`config.mk`:
```
export PLATFORM = sky130hd
export DESIGN_NAME = fetch_stage
export DESIGN_NICKNAME = d
export VERILOG_FILES = /design/src/rtl/fetch_stage_pkg.sv /design/src/rtl/fetch_stage_pc_gen.sv /design/src/rtl/fetch_stage.sv
export SDC_FILE = /design/constraint.sdc
export NUM_CORES = 1
export LEC_CHECK = 0
export ABC_AREA = 1
export ABC_CLOCK_PERIOD_IN_PS = 4900
export BUFFER_PORTS_ARGS = -buffer_cell sky130_fd_sc_hd__buf_2
export CAP_MARGIN = 0
export CORE_MARGIN = 4
export CORE_UTILIZATION = 30
export DETAILED_ROUTE_END_ITERATION = 8
export GPL_ROUTABILITY_DRIVEN = 1
export GPL_TIMING_DRIVEN = 0
export PLACE_DENSITY = 0.54
export SYNTH_ARGS = -nofsm -noshare
export SYNTH_HDL_FRONTEND = slang
export SYNTH_HIERARCHICAL = 1
export SYNTH_SLANG_ARGS = --single-unit
```
`constraint.sdc`:
```
create_clock -name clk -period 4.9 [get_ports clk]
set_clock_uncertainty 0.05 [all_clocks]
set_input_delay 0.49 -clock clk [delete_from_list [all_inputs] [get_ports clk]]
set_output_delay 0.49 -clock clk [all_outputs]
set_load 0.01 [all_outputs]
```
`src/rtl/fetch_stage_pkg.sv`:
```
// Shared types and constants for the instruction fetch stage.
//   pc_sel_e          : next-PC source selector driven by the control path
//   fetch_state_e     : fetch FSM state (FETCH / HOLD)
//   NOP_INST          : bubble instruction, addi x0,x0,0
//   fetch_to_decode_t : IF/DEC pipeline register contents
package fetch_stage_pkg;

  localparam int          PC_W     = 32;
  localparam logic [31:0] NOP_INST = 32'h0000_0013;

  typedef enum logic [2:0] {
    PC_4   = 3'd0,
    PC_BR  = 3'd1,
    PC_J   = 3'd2,
    PC_JR  = 3'd3,
    PC_EXC = 3'd4
  } pc_sel_e;

  typedef enum logic {
    ST_FETCH = 1'b0,
    ST_HOLD  = 1'b1
  } fetch_state_e;

  typedef struct packed {
    logic [31:0]     inst;
    logic [PC_W-1:0] pc;
    logic            valid;
  } fetch_to_decode_t;

endpackage

```
`src/rtl/fetch_stage_pc_gen.sv`:
```
// Combinational next-PC selection for the fetch stage.
// Ports:
//   i_pc          : current fetch PC
//   i_pc_sel      : pc_sel_e source (5..7 fall back to PC_4)
//   i_br_target   : branch target
//   i_jmp_target  : jal target
//   i_jalr_target : jalr target (low two bits are cleared here)
//   i_exc_target  : exception vector
//   o_pc_plus4    : i_pc + 4, wrapping at 2^XLEN
//   o_redirect_pc : target chosen by i_pc_sel
//   o_redirect    : i_pc_sel selects something other than PC+4
module fetch_pc_gen
  import fetch_stage_pkg::*;
#(
  parameter int XLEN = 32
) (
  input  logic [XLEN-1:0] i_pc,
  input  logic [2:0]      i_pc_sel,
  input  logic [XLEN-1:0] i_br_target,
  input  logic [XLEN-1:0] i_jmp_target,
  input  logic [XLEN-1:0] i_jalr_target,
  input  logic [XLEN-1:0] i_exc_target,
  output logic [XLEN-1:0] o_pc_plus4,
  output logic [XLEN-1:0] o_redirect_pc,
  output logic            o_redirect
);

  // Natural truncation of the adder gives the 2^XLEN wrap.
  assign o_pc_plus4 = i_pc + XLEN'(4);

  always_comb begin
    o_redirect_pc = o_pc_plus4;
    o_redirect    = 1'b0;
    case (i_pc_sel)
      PC_BR: begin
        o_redirect_pc = i_br_target;
        o_redirect    = 1'b1;
      end
      PC_J: begin
        o_redirect_pc = i_jmp_target;
        o_redirect    = 1'b1;
      end
      PC_JR: begin
        o_redirect_pc = {i_jalr_target[XLEN-1:2], 2'b00};
        o_redirect    = 1'b1;
      end
      PC_EXC: begin
        o_redirect_pc = i_exc_target;
        o_redirect    = 1'b1;
      end
      default: begin
        // PC_4 and the reserved encodings both advance sequentially.
        o_redirect_pc = o_pc_plus4;
        o_redirect    = 1'b0;
      end
    endcase
  end

endmodule

```
`src/rtl/fetch_stage.sv`:
```
// Instruction fetch stage feeding the decode stage.
// Owns the fetch PC, issues instruction memory requests, registers the
// returned word into the IF/DEC register and applies redirects, kills and
// stalls from the control path. A single-entry hold buffer keeps a fetched
// word while decode is stalled.
// Ports:
//   clk, reset                   : clock, synchronous active-high reset
//   pc_sel, *_target             : next-PC source and redirect targets
//   if_kill                      : squash the instruction now in fetch
//   dec_stall                    : decode cannot accept an instruction
//   cmiss_stall                  : memory miss, whole stage freezes
//   imem_req_valid/addr          : instruction request (addr = fetch PC)
//   imem_res_valid/data          : same-cycle instruction response
//   dec_inst, dec_pc, dec_valid  : IF/DEC pipeline register
//   fetch_count, kill_count      : delivered / squashed instruction counters
//   dbg_state                    : fetch FSM state (fetch_state_e)
//
// Handshake: the stage has no back-pressure on memory; a response is
// consumed on any clock edge where imem_res_valid=1, cmiss_stall=0 and the
// FSM is in FETCH. Decode accepts dec_* on every edge with dec_stall=0.
module fetch_stage
  import fetch_stage_pkg::*;
#(
  parameter int          XLEN     = 32,
  parameter logic [XLEN-1:0] RESET_PC = '0,
  parameter logic [31:0] NOP_INST = fetch_stage_pkg::NOP_INST
) (
  input  logic            clk,
  input  logic            reset,
  input  logic [2:0]      pc_sel,
  input  logic [XLEN-1:0] br_target,
  input  logic [XLEN-1:0] jmp_target,
  input  logic [XLEN-1:0] jalr_target,
  input  logic [XLEN-1:0] exc_target,
  input  logic            if_kill,
  input  logic            dec_stall,
  input  logic            cmiss_stall,
  output logic            imem_req_valid,
  output logic [XLEN-1:0] imem_req_addr,
  input  logic            imem_res_valid,
  input  logic [31:0]     imem_res_data,
  output logic [31:0]     dec_inst,
  output logic [XLEN-1:0] dec_pc,
  output logic            dec_valid,
  output logic [31:0]     fetch_count,
  output logic [31:0]     kill_count,
  output logic            dbg_state
);

  logic [XLEN-1:0]  r_pc;
  fetch_state_e     r_state;
  logic [31:0]      r_hold;
  logic             r_hold_valid;
  fetch_to_decode_t r_dec;
  logic [31:0]      r_fetch_count;
  logic [31:0]      r_kill_count;

  logic [XLEN-1:0]  w_pc_plus4;
  logic [XLEN-1:0]  w_redirect_pc;
  logic             w_redirect;
  logic             w_discard;

  fetch_pc_gen #(.XLEN(XLEN)) u_pc_gen (
    .i_pc          (r_pc),
    .i_pc_sel      (pc_sel),
    .i_br_target   (br_target),
    .i_jmp_target  (jmp_target),
    .i_jalr_target (jalr_target),
    .i_exc_target  (exc_target),
    .o_pc_plus4    (w_pc_plus4),
    .o_redirect_pc (w_redirect_pc),
    .o_redirect    (w_redirect)
  );

  // A redirect throws away whatever real instruction the stage holds this
  // cycle: the live response in FETCH, or the buffered word in HOLD.
  assign w_discard = (r_state == ST_FETCH) ? imem_res_valid : r_hold_valid;

  always_ff @(posedge clk) begin
    if (reset) begin
      r_pc          <= RESET_PC;
      r_state       <= ST_FETCH;
      r_hold        <= NOP_INST;
      r_hold_valid  <= 1'b0;
      r_dec.inst    <= NOP_INST;
      r_dec.pc      <= '0;
      r_dec.valid   <= 1'b0;
      r_fetch_count <= '0;
      r_kill_count  <= '0;
    end else if (cmiss_stall) begin
      // Whole stage frozen.
    end else if (w_redirect) begin
      r_pc         <= w_redirect_pc;
      r_state      <= ST_FETCH;
      r_hold_valid <= 1'b0;
      r_dec.inst   <= NOP_INST;
      r_dec.valid  <= 1'b0;
      if (w_discard) r_kill_count <= r_kill_count + 32'd1;
    end else if (r_state == ST_FETCH) begin
      if (imem_res_valid) begin
        if (!dec_stall) begin
          r_dec.pc <= r_pc;
          r_pc     <= w_pc_plus4;
          if (if_kill) begin
            r_dec.inst   <= NOP_INST;
            r_dec.valid  <= 1'b0;
            r_kill_count <= r_kill_count + 32'd1;
          end else begin
            r_dec.inst    <= imem_res_data;
            r_dec.valid   <= 1'b1;
            r_fetch_count <= r_fetch_count + 32'd1;
          end
        end else begin
          // Park the word; a kill here just marks it as a bubble.
          r_hold       <= imem_res_data;
          r_hold_valid <= !if_kill;
          r_state      <= ST_HOLD;
        end
      end else begin
        r_dec.inst  <= NOP_INST;
        r_dec.valid <= 1'b0;
      end
    end else begin
      if (!dec_stall) begin
        r_dec.inst  <= r_hold_valid ? r_hold : NOP_INST;
        r_dec.valid <= r_hold_valid;
        r_dec.pc    <= r_pc;
        r_pc        <= w_pc_plus4;
        r_state     <= ST_FETCH;
        if (r_hold_valid) r_fetch_count <= r_fetch_count + 32'd1;
      end
    end
  end

  // Requests continue in HOLD: cmiss_stall depends on the response, so
  // dropping the request could freeze the stage forever.
  assign imem_req_valid = !reset;
  assign imem_req_addr  = r_pc;
  assign dec_inst       = r_dec.inst;
  assign dec_pc         = r_dec.pc;
  assign dec_valid      = r_dec.valid;
  assign fetch_count    = r_fetch_count;
  assign kill_count     = r_kill_count;
  assign dbg_state      = r_state;

endmodule

```
==> flow_metrics.env, run 1 <==
export IMPL_yosys_area_top_type_share=0.3562
export IMPL_synth_xor_area_share=0.01930
export IMPL_r2r_start="imem_req_addr[14]$_SDFFE_PP0P_"
export IMPL_startpoint_type="primary input"
export IMPL_ys_top_cells_by_area="dfxtp_1, nand2_1, nor2_1"
export IMPL_synth_area_um2=10960
export IMPL_required_ps=4360
export IMPL_grt_pass1_vias=11860
export IMPL_coreArea_um2=35830
export IMPL_cap_violations=0
export IMPL_die_w_um=199.1
export IMPL_synthAdderAreaFrac=0.003425
export IMPL_status="completed"
export IMPL_period_needed_ps=2682
export IMPL_slowest_delay_ps=540
export IMPL_cts_setup_buffers=0
export IMPL_rsz0062_at_grt="false"
export IMPL_grt_max_degree=20
export IMPL_critical_path_startpoint="reset"
export IMPL_hp_class="primary input to register"
export IMPL_io_pins=332
export IMPL_clock_latency_ps=440
export IMPL_clock_sinks=195
export IMPL_drv_slew=0
export IMPL_finalHoldViolCount=0
export IMPL_ant_nets=0
export IMPL_grt_pass1_wl_um=63980
export IMPL_slew_headroom=0.5317
export IMPL_slowest_stage="clkbuf_1"
export IMPL_grt_ovfl_total=0
export IMPL_synth_edf_count=0
export IMPL_crit_family="buffers and inverters"
export IMPL_power_leakage_nw=6.560
export IMPL_setup_viol=0
export IMPL_instances_no_fill=2564
export IMPL_dp_cells=2533
export IMPL_worst_pin_slew_ps=702.5
export IMPL_rows=69
export IMPL_drc=0
export IMPL_gp_congestion=0.9066
export IMPL_ys_seq_elements=195
export IMPL_regToRegSetupSlack_ps=2860
export IMPL_fin_crit_sh=0.5474
export IMPL_ys_top_cells_by_count="nand2_1, nor2_1, dfxtp_1, inv_1, o21ai_0"
export IMPL_arrival_ps=2140
export IMPL_first_pass_iters=5
export IMPL_timing_rr_end="imem_req_addr[23]$_SDFFE_PP0P_"
export IMPL_syn_to_final_growth_pct=25.68
export IMPL_synthDistinctLibCells=49
export IMPL_cts_resized_gates=0
export IMPL_synth_warnings=6
export IMPL_start_util=0.3058
export IMPL_path_clk_slew_ps=70
export IMPL_htreeDepth=4
export IMPL_die_height_um=199.1
export IMPL_numPortBuffers=328
export IMPL_numCtsBuffers=17
export IMPL_syn_num_nets=1916
export IMPL_hold_ws_ps=239.7
export IMPL_synth_area_mux_share=0.001827
export IMPL_dieArea_um2=39650
export IMPL_nets=2263
export IMPL_fmax_mhz=372.8
export IMPL_avgSynthCellArea_um2=6.283
export IMPL_n_antenna_cell=0
export IMPL_place_ws_ps=1828
export IMPL_yosysTopAreaCell="dfxtp_1"
export IMPL_antenna_found_initial=0
export IMPL_final_setup_worst_slack_ps=2218
export IMPL_drive_above_1_share=0.2140
export IMPL_wl_um=41760
export IMPL_seq_area_frac_synth=0.3562
export IMPL_worst_path_buf_inv=5
export IMPL_clock_path_buffers=2
export IMPL_cts_tree="built"
export IMPL_syn_inst=1744
export IMPL_powerDensity_nw_per_um2=272.1
export IMPL_path_cells="buf_2, inv_1, clkbuf_1, clkbuf_1, buf_2"
export IMPL_synth_most_common_cell="nand2_1"
export IMPL_dpl_hpwl_um=33330
export IMPL_min_from="imem_res_data[1]"
export IMPL_fin_setup_tns_ps=0
export IMPL_ys_flop_type="dfxtp_1"
export IMPL_drt_vias_per_instance=4.816
export IMPL_worst_setup_path_type="primary input to output port"
export IMPL_synth_top_family_by_area="simple AND/OR/NAND/NOR gates"
export IMPL_synth_compound_area_frac=0.1499
export IMPL_wl_per_cell_um=16.29
export IMPL_ctsHoldBuffers=0
export IMPL_crit_fanout=10
export IMPL_cts_root_buf="clkbuf_16"
export IMPL_grtUsageTotal=0.2025
export IMPL_ff2ff_path_depth=10
export IMPL_fin_util=0.3844
export IMPL_vias=12350
export IMPL_path_depth=5
export IMPL_cp_endpoint="imem_req_valid"
export IMPL_synthArstFlopShare=0
export IMPL_end_kind="output port"
export IMPL_synth_simple_area_share=0.3738
export IMPL_peakVddDrop_uv=172.0
export IMPL_drt_iter0_markers=579
## sequential cells by signal (all words and copies together), names as in the netlist
signal / cells
imem_req_addr: 32
fetch_count: 32
kill_count: 32
dec_valid: 1
r_hold: 32
dec_inst: 32
dec_pc: 32
r_hold_valid: 1
dbg_state: 1
## per-layer routing
layer	part of all wire	routed length (µm)	track usage	up-vias
li1	-	-	-	6268
met1	0.42	17550	0.2432	5619
met4	0.027	1148	0.06434	0
met3	0.063	2627	0.04080	59
met2	0.49	20430	0.3631	403
met5	0	0	0	-
## cells in the final DEF, fill, tap and decap left out, types with 16 or more instances in the layout
master       n
inv_1      167
clkbuf_1    40
nor3_1      19
clkbuf_16   17
a21oi_1    101
buf_2      357
nand2_1    588
o21ai_0    115
nand4_1     26
a31oi_1     33
a22o_1      16
nand3_1     86
dfxtp_1    195
nor2_1     198
## power by group
| part | switching [mW] | total, mW | internal, mW |
|---|---|---|---|
| combinational | 0.371 | 0.584 | 0.213 |
| clock | 0.713 | 1.44 | 0.731 |
| sequential | 0.0779 | 1.72 | 1.64 |
## tightest hold or removal path: cells and delay by family
family	cells	cell delay (ps)
buffers and inverters	1	80
and+or+nand+nor	2	120
## area by class of cell
type                    instances  area, µm²
fillers                      3945      22060
plain buffers                  83      385.4
clock buffers                  17      425.4
inverters                     175      660.6
flip-flops and latches        195       3904
well taps                     461      576.8
multi-input cells            1291       6008
clock inverters                14      170.2
repair buffers                328       1642
## how the worst min path moves through the flow
stage                                  end  cells after the start
floorplan           r_hold[1]$_SDFFE_PP1P_                      2
global route        r_hold[1]$_SDFFE_PP1P_                      3
global placement    r_hold[1]$_SDFFE_PP1P_                      2
finish              r_hold[1]$_SDFFE_PP1P_                      3
CTS                 r_hold[1]$_SDFFE_PP1P_                      3
detailed placement  r_hold[1]$_SDFFE_PP1P_                      2
## through the flow
| step | cell area (µm²) | power, mW |
|---|---|---|
| final | 13770 | 3.748 |
| after global placement | 13180 | 2.339 |
| after CTS | 13770 | 3.801 |
| after floorplan | 10960 | 2.069 |
| after global routing | 13770 | 3.936 |
| after detailed placement | 13180 | 2.346 |
## logic make-up after synthesis
kind of cell / count (synthesis)
muxes: 2
adders and majority gates: 3
xor gates and xnor gates: 19
AOI/OAI and AO/OA: 296
DFF: 195
buffers and inverters: 258
and+or+nand+nor: 971
Note: power is estimated with default switching activity, not from simulation.
==> run 2: changes to the inputs <==
Settings changed: ABC_CLOCK_PERIOD_IN_PS 4900 to 2260, PLACE_DENSITY 0.54 to 0.56.
Clock period 4.9 ns to 2.26 ns, I/O delays scaled along.
==> flow_metrics.env, run 2 (same netlist as run 1, synthesis figures left out) <==
export IMPL_slowest_delay_ps=230
export IMPL_nets=2297
export IMPL_hp_class="primary input to register"
export IMPL_clock_latency_ps=440
export IMPL_dpl_hpwl_um=33280
export IMPL_required_ps=2530
export IMPL_placed_cell_area_um2=13180
export IMPL_crit_fanout=10
export IMPL_numCtsBuffers=17
export IMPL_fin_crit_sh=0.9013
export IMPL_design_area_um2=14110
export IMPL_fin_util=0.3939
export IMPL_clock_path_buffers=2
export IMPL_grt_pass1_vias=12060
export IMPL_layout_commonest_cell="nand2_1"
export IMPL_coreArea_um2=35830
export IMPL_cts_root_buf="clkbuf_16"
export IMPL_final_setup_worst_slack_ps=223.0
export IMPL_power_leakage_nw=6.692
export IMPL_period_needed_ps=2037
export IMPL_die_height_um=199.1
export IMPL_worst_path_buf_inv=10
export IMPL_drv_slew=0
export IMPL_worst_setup_path_type="primary input to register"
export IMPL_arrival_ps=2310
export IMPL_drt_iter0_markers=744
export IMPL_drt_vias_per_instance=4.779
export IMPL_wl_per_cell_um=16.02
export IMPL_grt_pass1_wl_um=64690
export IMPL_wl_um=41640
export IMPL_place_ws_ps=-453.5
export IMPL_startpoint_type="primary input"
export IMPL_path_clk_slew_ps=70
export IMPL_numPortBuffers=328
export IMPL_vias=12420
export IMPL_drc=0
export IMPL_finalHoldViolCount=0
export IMPL_mostFrequentLayoutCells="nand2_1, buf_2, nor2_1"
export IMPL_worst_pin_slew_ps=732.0
export IMPL_cap_violations=0
export IMPL_clock_sinks=195
export IMPL_setup_viol=0
export IMPL_status="completed"
export IMPL_start_util=0.3058
export IMPL_grt_max_degree=19
export IMPL_peakVddDrop_uv=349.3
export IMPL_totalPowerFinal_mw=7.975
export IMPL_io_pins=332
export IMPL_htreeDepth=4
export IMPL_slew_headroom=0.5120
export IMPL_slowest_stage="buf_2"
export IMPL_crit_family="buffers and inverters"
export IMPL_rsz0062_at_grt="false"
export IMPL_fill_cells=3922
export IMPL_rows=69
export IMPL_fmax_mhz=490.9
export IMPL_end_kind="register"
export IMPL_powerDensity_nw_per_um2=565.1
export IMPL_gp_congestion=0.9437
export IMPL_drive_above_1_share=0.2140
export IMPL_path_cells="buf_2, inv_1, nand3_1, inv_2, nor3_4, inv_1, buf_6, clkinv_2, nand2_2, o21ai_4, buf_12, inv_2, buf_2, nor2_1, o21ai_0, inv_1"
export IMPL_ant_nets=0
export IMPL_dieArea_um2=39650
export IMPL_antenna_found_initial=2
export IMPL_fin_setup_tns_ps=0
export IMPL_first_pass_iters=7
export IMPL_die_w_um=199.1
export IMPL_cts_tree="built"
export IMPL_grtUsageTotal=0.2054
export IMPL_syn_to_final_growth_pct=28.79
export IMPL_grt_ovfl_total=0
export IMPL_cp_common_cell="inv_1"
## run 2: cell types whose count changed in the layout (fill, tap and decap cells not counted), moves of 2 or more
cell / previous run / this run
clkbuf_1: 40 / 38
nor3_4: 1 / 3
nor3_2: 2 / 0
clkinv_8: 3 / 0
clkinvlp_4: 0 / 3
dlygate4sd3_1: 0 / 29
buf_12: 0 / 2
clkinv_4: 2 / 4
diode_2: 0 / 2
buf_4: 6 / 10
## run 2: stage by stage
step / hold WS, ps / cells
after floorplan: 270.3 / 1744
after global placement: 389.6 / 2533
after detailed placement: 392.8 / 2533
after CTS: 0.4641 / 2592
after global routing: 27.19 / 2599
final: 19.06 / 2599
## run 2: area by class of cell
class                           instances  area (µm²)  area share
Tap cell                              461       576.8     0.04087
Sequential cell                       195        3904      0.2766
Clock inverter                         13       117.6    0.008334
Buffer                                 82       382.9     0.02713
Timing Repair Buffer                  363        2002      0.1419
Antenna cell                            2       5.005   0.0003546
Clock buffer                           17       425.4     0.03014
Multi-Input combinational cell       1291        6038      0.4279
Inverter                              175       660.6     0.04681
## run 2: path summary, 6_finish.rpt
| check | from | end | slack [ps] | depth (start not counted) |
|---|---|---|---|---|
| min | imem_res_data[30] | r_hold[30]$_SDFFE_PP0P_ | 20 | 3 |
| max reg2reg | imem_req_addr[11]$_SDFFE_PP0P_ | imem_req_addr[19]$_SDFFE_PP0P_ | 260 | 10 |
| min reg2reg | dec_pc[10]$_SDFFE_PP0P_ | dec_pc[10]$_SDFFE_PP0P_ | 420 | 2 |
| max | pc_sel[2] | dec_inst[20]$_SDFFE_PP0P_ | 220 | 16 |
## run 2: tightest hold or removal path, cell delays in order
cell and delay, ps:
buf_2 100, inv_1 70, a21oi_1 60
## run 2: timing repair
action / CTS / global route
hold buffers: 29 / 0
hold endpoints to repair: 29 / 0
setup buffers: 0 / 6
gates cloned: 0 / 0
gates resized for setup: 1 / 5
setup endpoints to repair: 1 / 55
pin swaps: 0 / 4
## run 2: power breakdown
part	total (mW)	internal (mW)	switching, mW
Sequential	3.73	3.56	0.170
Combinational	1.32	0.509	0.812
Clock	2.92	1.44	1.49
Total	7.97	5.51	2.47
## run 2: per-layer routing
layer  up-vias  GRT usage  share of wire
li1       6332          -              -
met1      5673     0.2488           0.42
met2       358     0.3680           0.50
met3        57    0.03591          0.052
met4         0    0.06839          0.028
met5         -          0              0
==> run 3: changes to the inputs <==
Settings changed: CORE_ASPECT_RATIO set to 0.5, HOLD_SLACK_MARGIN set to 0.15.
==> flow_metrics.env, run 3 (same netlist as run 1, synthesis figures left out) <==
export IMPL_fin_setup_tns_ps=0
export IMPL_wl_um=40280
export IMPL_rows=49
export IMPL_placed_cell_area_um2=13210
export IMPL_regToRegSetupSlack_ps=280
export IMPL_cts_root_buf="clkbuf_16"
export IMPL_path_clk_slew_ps=70
export IMPL_hp_class="primary input to register"
export IMPL_wl_per_cell_um=15.27
export IMPL_drive_above_1_share=0.2127
export IMPL_dieArea_um2=39830
export IMPL_htreeDepth=4
export IMPL_final_setup_worst_slack_ps=202.7
export IMPL_worst_setup_path_type="primary input to output port"
export IMPL_grt_ovfl_total=0
export IMPL_cap_violations=0
export IMPL_slew_headroom=0.5197
export IMPL_place_ws_ps=-472.4
export IMPL_power_leakage_nw=6.757
export IMPL_multi_input_area_um2=6033
export IMPL_end_kind="output port"
export IMPL_fin_crit_sh=0.9103
export IMPL_coreArea_um2=35990
export IMPL_grt_pass1_vias=11400
export IMPL_setup_viol=0
export IMPL_regArea_um2=3904
export IMPL_drt_iter0_markers=654
export IMPL_ff2ff_path_depth=7
export IMPL_cp_endpoint="imem_req_valid"
export IMPL_required_ps=1980
export IMPL_design_area_um2=14280
export IMPL_grt_max_degree=18
export IMPL_layout_commonest_cell="nand2_1"
export IMPL_clock_sinks=195
export IMPL_finalHoldViolCount=0
export IMPL_ant_nets=0
export IMPL_io_pins=332
export IMPL_peakVddDrop_uv=507.4
export IMPL_gp_congestion=0.8490
export IMPL_hold_ws_ps=175.6
export IMPL_powerDensity_nw_per_um2=568.1
export IMPL_drt_vias_per_instance=4.688
export IMPL_die_w_um=278.3
export IMPL_fmax_mhz=486.1
export IMPL_critical_path_startpoint="reset"
export IMPL_drc=0
export IMPL_numPortBuffers=328
export IMPL_fill_cells=3945
export IMPL_worst_pin_slew_ps=720.4
export IMPL_syn_to_final_growth_pct=30.35
export IMPL_start_util=0.3045
export IMPL_clock_path_buffers=2
export IMPL_clock_latency_ps=460
export IMPL_die_height_um=143.1
export IMPL_first_pass_iters=5
export IMPL_antenna_found_initial=1
export IMPL_nets=2312
export IMPL_r2r_start="imem_req_addr[2]$_SDFFE_PP0P_"
export IMPL_grt_pass1_wl_um=62430
export IMPL_startpoint_type="primary input"
export IMPL_numCtsBuffers=17
export IMPL_crit_fanout=10
export IMPL_drv_slew=0
export IMPL_period_needed_ps=2057
export IMPL_dpl_hpwl_um=31220
export IMPL_mostFrequentLayoutCells="nand2_1, buf_2, nor2_1"
export IMPL_cts_tree="built"
export IMPL_grtUsageTotal=0.1955
export IMPL_arrival_ps=1780
export IMPL_timing_rr_end="imem_req_addr[4]$_SDFFE_PP0P_"
export IMPL_vias=12370
export IMPL_status="completed"
-- run 3: worst min path at each step --
stage | from | slack [ps] | cells past startpoint | endpoint
finish | br_target[16] | 180 | 5 | imem_req_addr[16]$_SDFFE_PP0P_
CTS | jalr_target[3] | 150 | 5 | imem_req_addr[3]$_SDFFE_PP0P_
global placement | cmiss_stall | 390 | 2 | dbg_state$_SDFFE_PP0N_
global route | jalr_target[2] | 200 | 5 | imem_req_addr[2]$_SDFFE_PP0P_
floorplan | cmiss_stall | 270 | 1 | dbg_state$_SDFFE_PP0N_
detailed placement | cmiss_stall | 390 | 2 | dbg_state$_SDFFE_PP0N_
-- run 3: what timing repair did --
action,4_1_cts,5_1_grt
hold buffers,43,0
buffers inserted,0,5
resized for setup,0,8
hold endpoints to repair,54,0
setup endpoints to repair,0,57
-- run 3: worst max-delay path, stage by stage --
cell and delay, ps:
buf_2 100, inv_1 230, clkbuf_1 470, clkbuf_1 500, buf_2 240
-- run 3: area by class of cell --
class	instances	area share
well taps	484	0.04240
plain buffers	83	0.02715
multi-input cells	1291	0.4224
diodes	1	0.0001752
flip-flops and latches	195	0.2733
clock buffers	20	0.03127
inverters	175	0.04625
clock inverters	12	0.008584
repair buffers	377	0.1485
-- run 3: metal layers --
layer / track usage / vias up / routed length (µm)
met1: 0.2442 / 5662 / 17660
li1: - / 6377 / -
met2: 0.3461 / 277 / 19980
met5: 0 / - / 0
met3: 0.03709 / 50 / 1738
met4: 0.05807 / 0 / 903
-- run 3: stage by stage --
stage,std cells,power [mW],utilization
final,2638,8.115,0.3969
after global placement,2556,5.057,0.3669
after global routing,2638,8.520,0.3969
after floorplan,1744,4.486,-
after CTS,2631,8.196,0.3947
after detailed placement,2556,5.061,0.3669
-- run 3: where the power goes --
group          total [mW]  leakage [nW]  switching (mW)  internal [mW]
Clock                3.06         0.268            1.48           1.58
Sequential           3.73          1.58           0.168           3.56
Combinational        1.32          4.91           0.801          0.524
Total                8.12          6.76            2.45           5.66
